File: src/rtl/reg64_byte_reader_pkg.sv
// ---------------------------------------------------------------------------
// reg64_byte_reader_pkg
// Shared definitions for the 64-bit register byte reader:
//   state_t            - FSM encoding (IDLE, SEND, DONE)
//   BYTE_W             - width of one byte lane
//   DEFAULT_NUM_BYTES  - default number of byte lanes in the captured word
// ---------------------------------------------------------------------------
package reg64_byte_reader_pkg;

  typedef enum logic [1:0] {
    IDLE = 2'b00,
    SEND = 2'b01,
    DONE = 2'b10
  } state_t;

  localparam int BYTE_W            = 8;
  localparam int DEFAULT_NUM_BYTES = 8;

endpackage

File: src/rtl/reg64_lane_mux.sv
// ---------------------------------------------------------------------------
// reg64_lane_mux
// Combinational byte-lane select out of the captured register word.
// Build option: REG64_READER_MSB_FIRST_EN reverses the lane order so that
// index 0 selects the most significant byte.
// Ports:
//   word  in   BYTE_W*NUM_BYTES  captured register word
//   idx   in   IDX_W             lane index (0..NUM_BYTES-1)
//   lane  out  BYTE_W            selected byte
// ---------------------------------------------------------------------------
module reg64_lane_mux
  import reg64_byte_reader_pkg::*;
#(
  parameter int NUM_BYTES = DEFAULT_NUM_BYTES,
  parameter int IDX_W     = 3
) (
  input  logic [BYTE_W*NUM_BYTES-1:0] word,
  input  logic [IDX_W-1:0]            idx,
  output logic [BYTE_W-1:0]           lane
);

  // Compare-and-select over every lane keeps all part-selects constant,
  // so an out-of-range index simply yields zero.
  always_comb begin
    lane = '0;
    for (int k = 0; k < NUM_BYTES; k++) begin
      if (idx == IDX_W'(k)) begin
`ifdef REG64_READER_MSB_FIRST_EN
        lane = word[BYTE_W*(NUM_BYTES-1-k) +: BYTE_W];
`else
        lane = word[BYTE_W*k +: BYTE_W];
`endif
      end
    end
  end

endmodule

File: src/rtl/reg64_byte_reader.sv
// ---------------------------------------------------------------------------
// reg64_byte_reader
// Captures a register word on start and streams it out one byte per
// valid/ready transfer, then pulses done for one cycle.
// Build option: REG64_READER_MSB_FIRST_EN (handled in reg64_lane_mux)
// streams the most significant byte first.
// Ports:
//   clk         in   1                 rising-edge clock
//   reset       in   1                 synchronous active-high reset
//   start       in   1                 capture d_in and begin (IDLE only)
//   d_in        in   8*NUM_BYTES       register word to read out
//   byte_ready  in   1                 downstream accepts byte_out
//   byte_out    out  8                 current byte lane
//   byte_valid  out  1                 byte_out is valid
//   byte_idx    out  IDX_W             lane number of byte_out
//   busy        out  1                 high in SEND and DONE
//   done        out  1                 one-cycle pulse after last byte
// ---------------------------------------------------------------------------
module reg64_byte_reader
  import reg64_byte_reader_pkg::*;
#(
  parameter int NUM_BYTES = DEFAULT_NUM_BYTES,
  parameter int IDX_W     = 3
) (
  input  logic                        clk,
  input  logic                        reset,
  input  logic                        start,
  input  logic [BYTE_W*NUM_BYTES-1:0] d_in,
  input  logic                        byte_ready,
  output logic [BYTE_W-1:0]           byte_out,
  output logic                        byte_valid,
  output logic [IDX_W-1:0]            byte_idx,
  output logic                        busy,
  output logic                        done
);

  localparam logic [IDX_W-1:0] LAST_IDX = IDX_W'(NUM_BYTES - 1);

  state_t                      state;
  state_t                      state_next;
  logic [IDX_W-1:0]            idx;
  logic [IDX_W-1:0]            idx_next;
  logic [BYTE_W*NUM_BYTES-1:0] shadow;
  logic                        capture;
  logic [BYTE_W-1:0]           lane;

  reg64_lane_mux #(
    .NUM_BYTES (NUM_BYTES),
    .IDX_W     (IDX_W)
  ) u_lane_mux (
    .word (shadow),
    .idx  (idx),
    .lane (lane)
  );

  // State, lane index and shadow word; the shadow only loads on capture so
  // later changes on d_in cannot disturb bytes already in flight.
  always_ff @(posedge clk) begin
    if (reset) begin
      state  <= IDLE;
      idx    <= '0;
      shadow <= '0;
    end else begin
      state <= state_next;
      idx   <= idx_next;
      if (capture) begin
        shadow <= d_in;
      end
    end
  end

  // Next-state and outputs. A transfer only exists in SEND, where valid is
  // high, so byte_ready is naturally ignored in every other state.
  always_comb begin
    state_next = state;
    idx_next   = idx;
    capture    = 1'b0;
    byte_valid = 1'b0;
    busy       = 1'b0;
    done       = 1'b0;
    unique case (state)
      IDLE: begin
        if (start) begin
          capture    = 1'b1;
          idx_next   = '0;
          state_next = SEND;
        end
      end
      SEND: begin
        byte_valid = 1'b1;
        busy       = 1'b1;
        if (byte_ready) begin
          if (idx == LAST_IDX) begin
            state_next = DONE;
          end else begin
            idx_next = idx + 1'b1;
          end
        end
      end
      DONE: begin
        busy       = 1'b1;
        done       = 1'b1;
        state_next = IDLE;
      end
      default: begin
        state_next = IDLE;
      end
    endcase
  end

  // Byte lane is only driven while it is valid, keeping the bus quiet
  // (and zero after reset) otherwise.
  assign byte_out = byte_valid ? lane : '0;
  assign byte_idx = idx;

endmodule

File: config.mk
export PLATFORM = sky130hd
export DESIGN_NAME = reg64_byte_reader
export DESIGN_NICKNAME = d
export VERILOG_FILES = /design/src/rtl/reg64_byte_reader_pkg.sv /design/src/rtl/reg64_lane_mux.sv /design/src/rtl/reg64_byte_reader.sv
export SDC_FILE = /design/constraint.sdc
export NUM_CORES = 1
export LEC_CHECK = 0
export CORE_MARGIN = 4
export CORE_UTILIZATION = 44
export DETAILED_ROUTE_END_ITERATION = 16
export PLACE_DENSITY = 0.87
export SYNTH_ARGS = -nofsm -noshare
export SYNTH_HDL_FRONTEND = slang
export SYNTH_SLANG_ARGS = --single-unit
File: constraint.sdc
create_clock -name clk -period 2.4 [get_ports clk]
set_clock_uncertainty 0.2 [all_clocks]
set_input_delay 0.48 -clock clk [delete_from_list [all_inputs] [get_ports clk]]
set_output_delay 0.48 -clock clk [all_outputs]
set_load 0.02 [all_outputs]
==> results.yml <==
place:
  placed_cell_area_um2: 4180
  dp_slack_ps: -448
  io_buffer_count: 81
  dp.cells: 575
  dp.final_hpwl_um: 6740
  routabilityCongestion: 0.880
logic_synthesis:
  synth_nets: 489
  synth_warnings: 0
  ys_seq_area_share_pct: 43.1
  ys_ff_latch: 69
  syn-cell-area_um2: 3210
  avgSynthCellArea_um2: 7.79
  postSynthCellCount: 412
  synth_cell_types: 28
outcome:
  violations: "setup timing"
  status: "finished with violations"
layout:
  seqCellArea_um2: 1390
  nFillCells: 525
  final_cells: 594
  antenna_cells: 0
  multiInputGateArea_um2: 1830
  post-route-util_pct: 67.3
  final_cell_area_um2: 4670
  finish.net_count: 570
  drive_above_1_share_pct: 19.5
  syn_to_final_growth_pct: 45.7
power:
  switching_share_pct: 31.5
  peakVddDrop_mv: 0.356
  pwr-share-seq_pct: 40.7
  p_comb_share_pct: 27.0
  clkPwrFrac_pct: 32.2
  p_switching_mw: 1.04
  p_int_mw: 2.26
  p_leak_nw: 1.79
  p_per_area_nw_per_um2: 707
global_route:
  grt_pass1_wl_um: 15500
  antenna_found_initial: 0
  grt_usage_pct: 22.7
  grt_pass1_vias: 3166
  grt_overflow: 0
  grt_max_degree: 65
detailed_routing:
  drt_first_pass_iters: 6
  drc: 0
  first_iter_violations: 294
  ant_nets: 0
  wl_um: 10000
  wire_per_inst_um: 16.9
  vias: 3291
  vias_per_cell: 5.54
critical_path:
  crit_chain: "inv_6 > ha_4 > buf_8 > a211o_1 > a22oi_2 > o21ai_1 > a32o_2 > buf_6"
  cp_max_fo: 7
  cpPeakStageDelay_ps: 400
  required_ps: 1720
  worst-r2r-cell-count: 7
  worstSetupPathDepth: 8
  cp-start-kind: "flip-flop"
  cp_slowest_cell: "dfxtp_4"
  path_class: "flip-flop to primary output"
  path_delay_family: "compound AO/OA/AOI/OAI gates"
  end_kind: "primary output"
  critPathBufInv: 3
  cp.arrival_ps: 2040
floorplanning:
  num_rows: 30
  die_area_um2: 8720
  io_pins: 82
  core_um2: 6940
  start_util_pct: 46.2
  die_w_um: 93.4
  die_h_um: 93.4
clock_tree:
  clk_pin_slew_worst_paths_ps: 70
  cts-root-buf: "clkbuf_8"
  hold_buffers: 0
  ctsHtreeMaxLevel: 3
  cts_tree: "done"
  clock_latency_ps: 360
  clock_sinks: 69
  clk_path_buf_depth: 2
  numCtsBuffers: 9
sta:
  final_hold_viol_count: 0
  rsz0062_at_grt: "true"
  slew_viol_final: 0
  fin_ws_ps: -324
  tightest_slew_ps: 551
  finalSetupTns_ps: -2340
  fin_crit_sh_pct: 113
  worst_slew_margin_rel_pct: 63.3
  period_minus_slack_ps: 2720
  setup_violations: 8
  fmax_ghz: 0.367
run:
  maxCapViolCount: 0
min_path:
  hold_path.class: "flip-flop to flip-flop"
  worstHoldPathCells: 2
==> power groups by stage <==
stage | logic, mW | clock network, mW | registers [mW]
after floorplan | 0.510 | 0 | 1.32
after global placement | 0.759 | 0 | 1.35
after detailed placement | 0.781 | 0 | 1.35
after CTS | 0.832 | 1.07 | 1.33
after global routing | 0.968 | 1.12 | 1.35
final | 0.893 | 1.06 | 1.35
==> registers in the layout (all words and copies together) (netlist names) <==
signal / count
byte_idx: 3
shadow: 64
state: 2
==> layout make-up <==
| type | instances | share of cell area (%) |
|---|---|---|
| clock buffers | 9 | 2.65 |
| flip-flops and latches | 69 | 29.7 |
| multi-input cells | 300 | 39.2 |
| well taps | 96 | 2.57 |
| inverters | 7 | 0.776 |
| clock inverters | 7 | 2.12 |
| repair buffers | 106 | 22.9 |
==> routing by layer <==
| layer | part of all wire, % | up-vias | global-route usage (%) |
|---|---|---|---|
| li1 | - | 1580 | - |
| met1 | 41 | 1550 | 28.1 |
| met2 | 49 | 135 | 37.9 |
| met3 | 6.4 | 26 | 4.59 |
| met4 | 2.9 | 0 | 10.0 |
| met5 | 0 | - | 0 |
==> cell usage after synthesis <==
cell type	count	area, um^2
nand2_1	138	518
dfxtp_1	69	1380
a21oi_1	65	325
clkbuf_1	20	75.1
buf_2	9	45.0
ha_1	9	113
a211o_1	8	70.1
a221oi_1	8	70.1
a31oi_1	8	50.1
a32o_1	8	80.1
o21ai_0	8	40.0
o21ai_1	8	40.0
o221ai_1	8	70.1
nor2_1	7	26.3
a22oi_1	6	45.0
buf_6	6	67.6
inv_1	5	18.8
nor2b_1	4	25.0
mux2i_1	3	30.0
nand2b_1	3	18.8
a22oi_2	2	25.0
and2b_1	2	15.0
inv_2	2	7.51
nor3_1	2	10.0
a211oi_4	1	20.0
and2_1	1	6.26
buf_1	1	3.75
mux2_1	1	11.3
==> worst register-to-register path: cells and delay by family (launching register included) <==
family | cells | cell delay (ps)
AO/OA/AOI/OAI | 1 | 290
adder cells (fa/ha/maj) | 2 | 430
buffers and inverters | 1 | 190
flip-flops | 1 | 380
multiplexers | 1 | 370
AND/OR/NAND/NOR | 2 | 390
==> cells in the final DEF (no fill, tap or decap), drive strengths merged <==
| master | netlist | final |
|---|---|---|
| a211o | 8 | 8 |
| a211oi | 1 | 1 |
| a21oi | 65 | 65 |
| a221oi | 8 | 8 |
| a22oi | 8 | 8 |
| a31oi | 8 | 8 |
| a32o | 8 | 8 |
| and2 | 1 | 1 |
| and2b | 2 | 2 |
| buf | 16 | 34 |
| bufinv | 0 | 2 |
| clkbuf | 20 | 9 |
| clkdlybuf4s50 | 0 | 70 |
| clkinv | 0 | 3 |
| clkinvlp | 0 | 1 |
| dfxtp | 69 | 69 |
| dlygate4sd2 | 0 | 2 |
| ha | 9 | 9 |
| inv | 7 | 8 |
| mux2 | 1 | 1 |
| mux2i | 3 | 3 |
| nand2 | 138 | 138 |
| nand2b | 3 | 3 |
| nor2 | 7 | 7 |
| nor2b | 4 | 4 |
| nor3 | 2 | 2 |
| o21ai | 16 | 16 |
| o221ai | 8 | 8 |
==> cells by family after synthesis <==
logic type,count (synthesis),synth area share [%]
AO/OA/AOI/OAI,130,26.1
adder cells (fa/ha/maj),9,3.51
buffers and inverters,43,6.79
flip-flops,69,43.1
multiplexers,4,1.29
AND/OR/NAND/NOR,157,19.3
==> through the flow <==
step | power [mW] | hold slack, ps
5_1_grt | 3.44 | 276
3_5_place_dp | 2.13 | 248
6_report | 3.30 | 261
4_1_cts | 3.23 | 260
3_3_place_gp | 2.11 | 244
2_1_floorplan | 1.83 | 233
==> final timing paths <==
path	end	startpoint	slack, ps
worst max-delay path	byte_out[0]	byte_idx[1]	-320
worst min-delay path	shadow[50]	shadow[50]	260
worst max register to register	byte_idx[1]	byte_idx[0]	70
worst min register to register	shadow[50]	shadow[50]	260
==> timing repair <==
action / in CTS / in global routing
pin swaps: 19 / 18
setup buffers: 3 / 0
endpoints found under the setup margin: 10 / 8
gates resized for setup: 79 / 22
(Power assumes the default switching activity.)
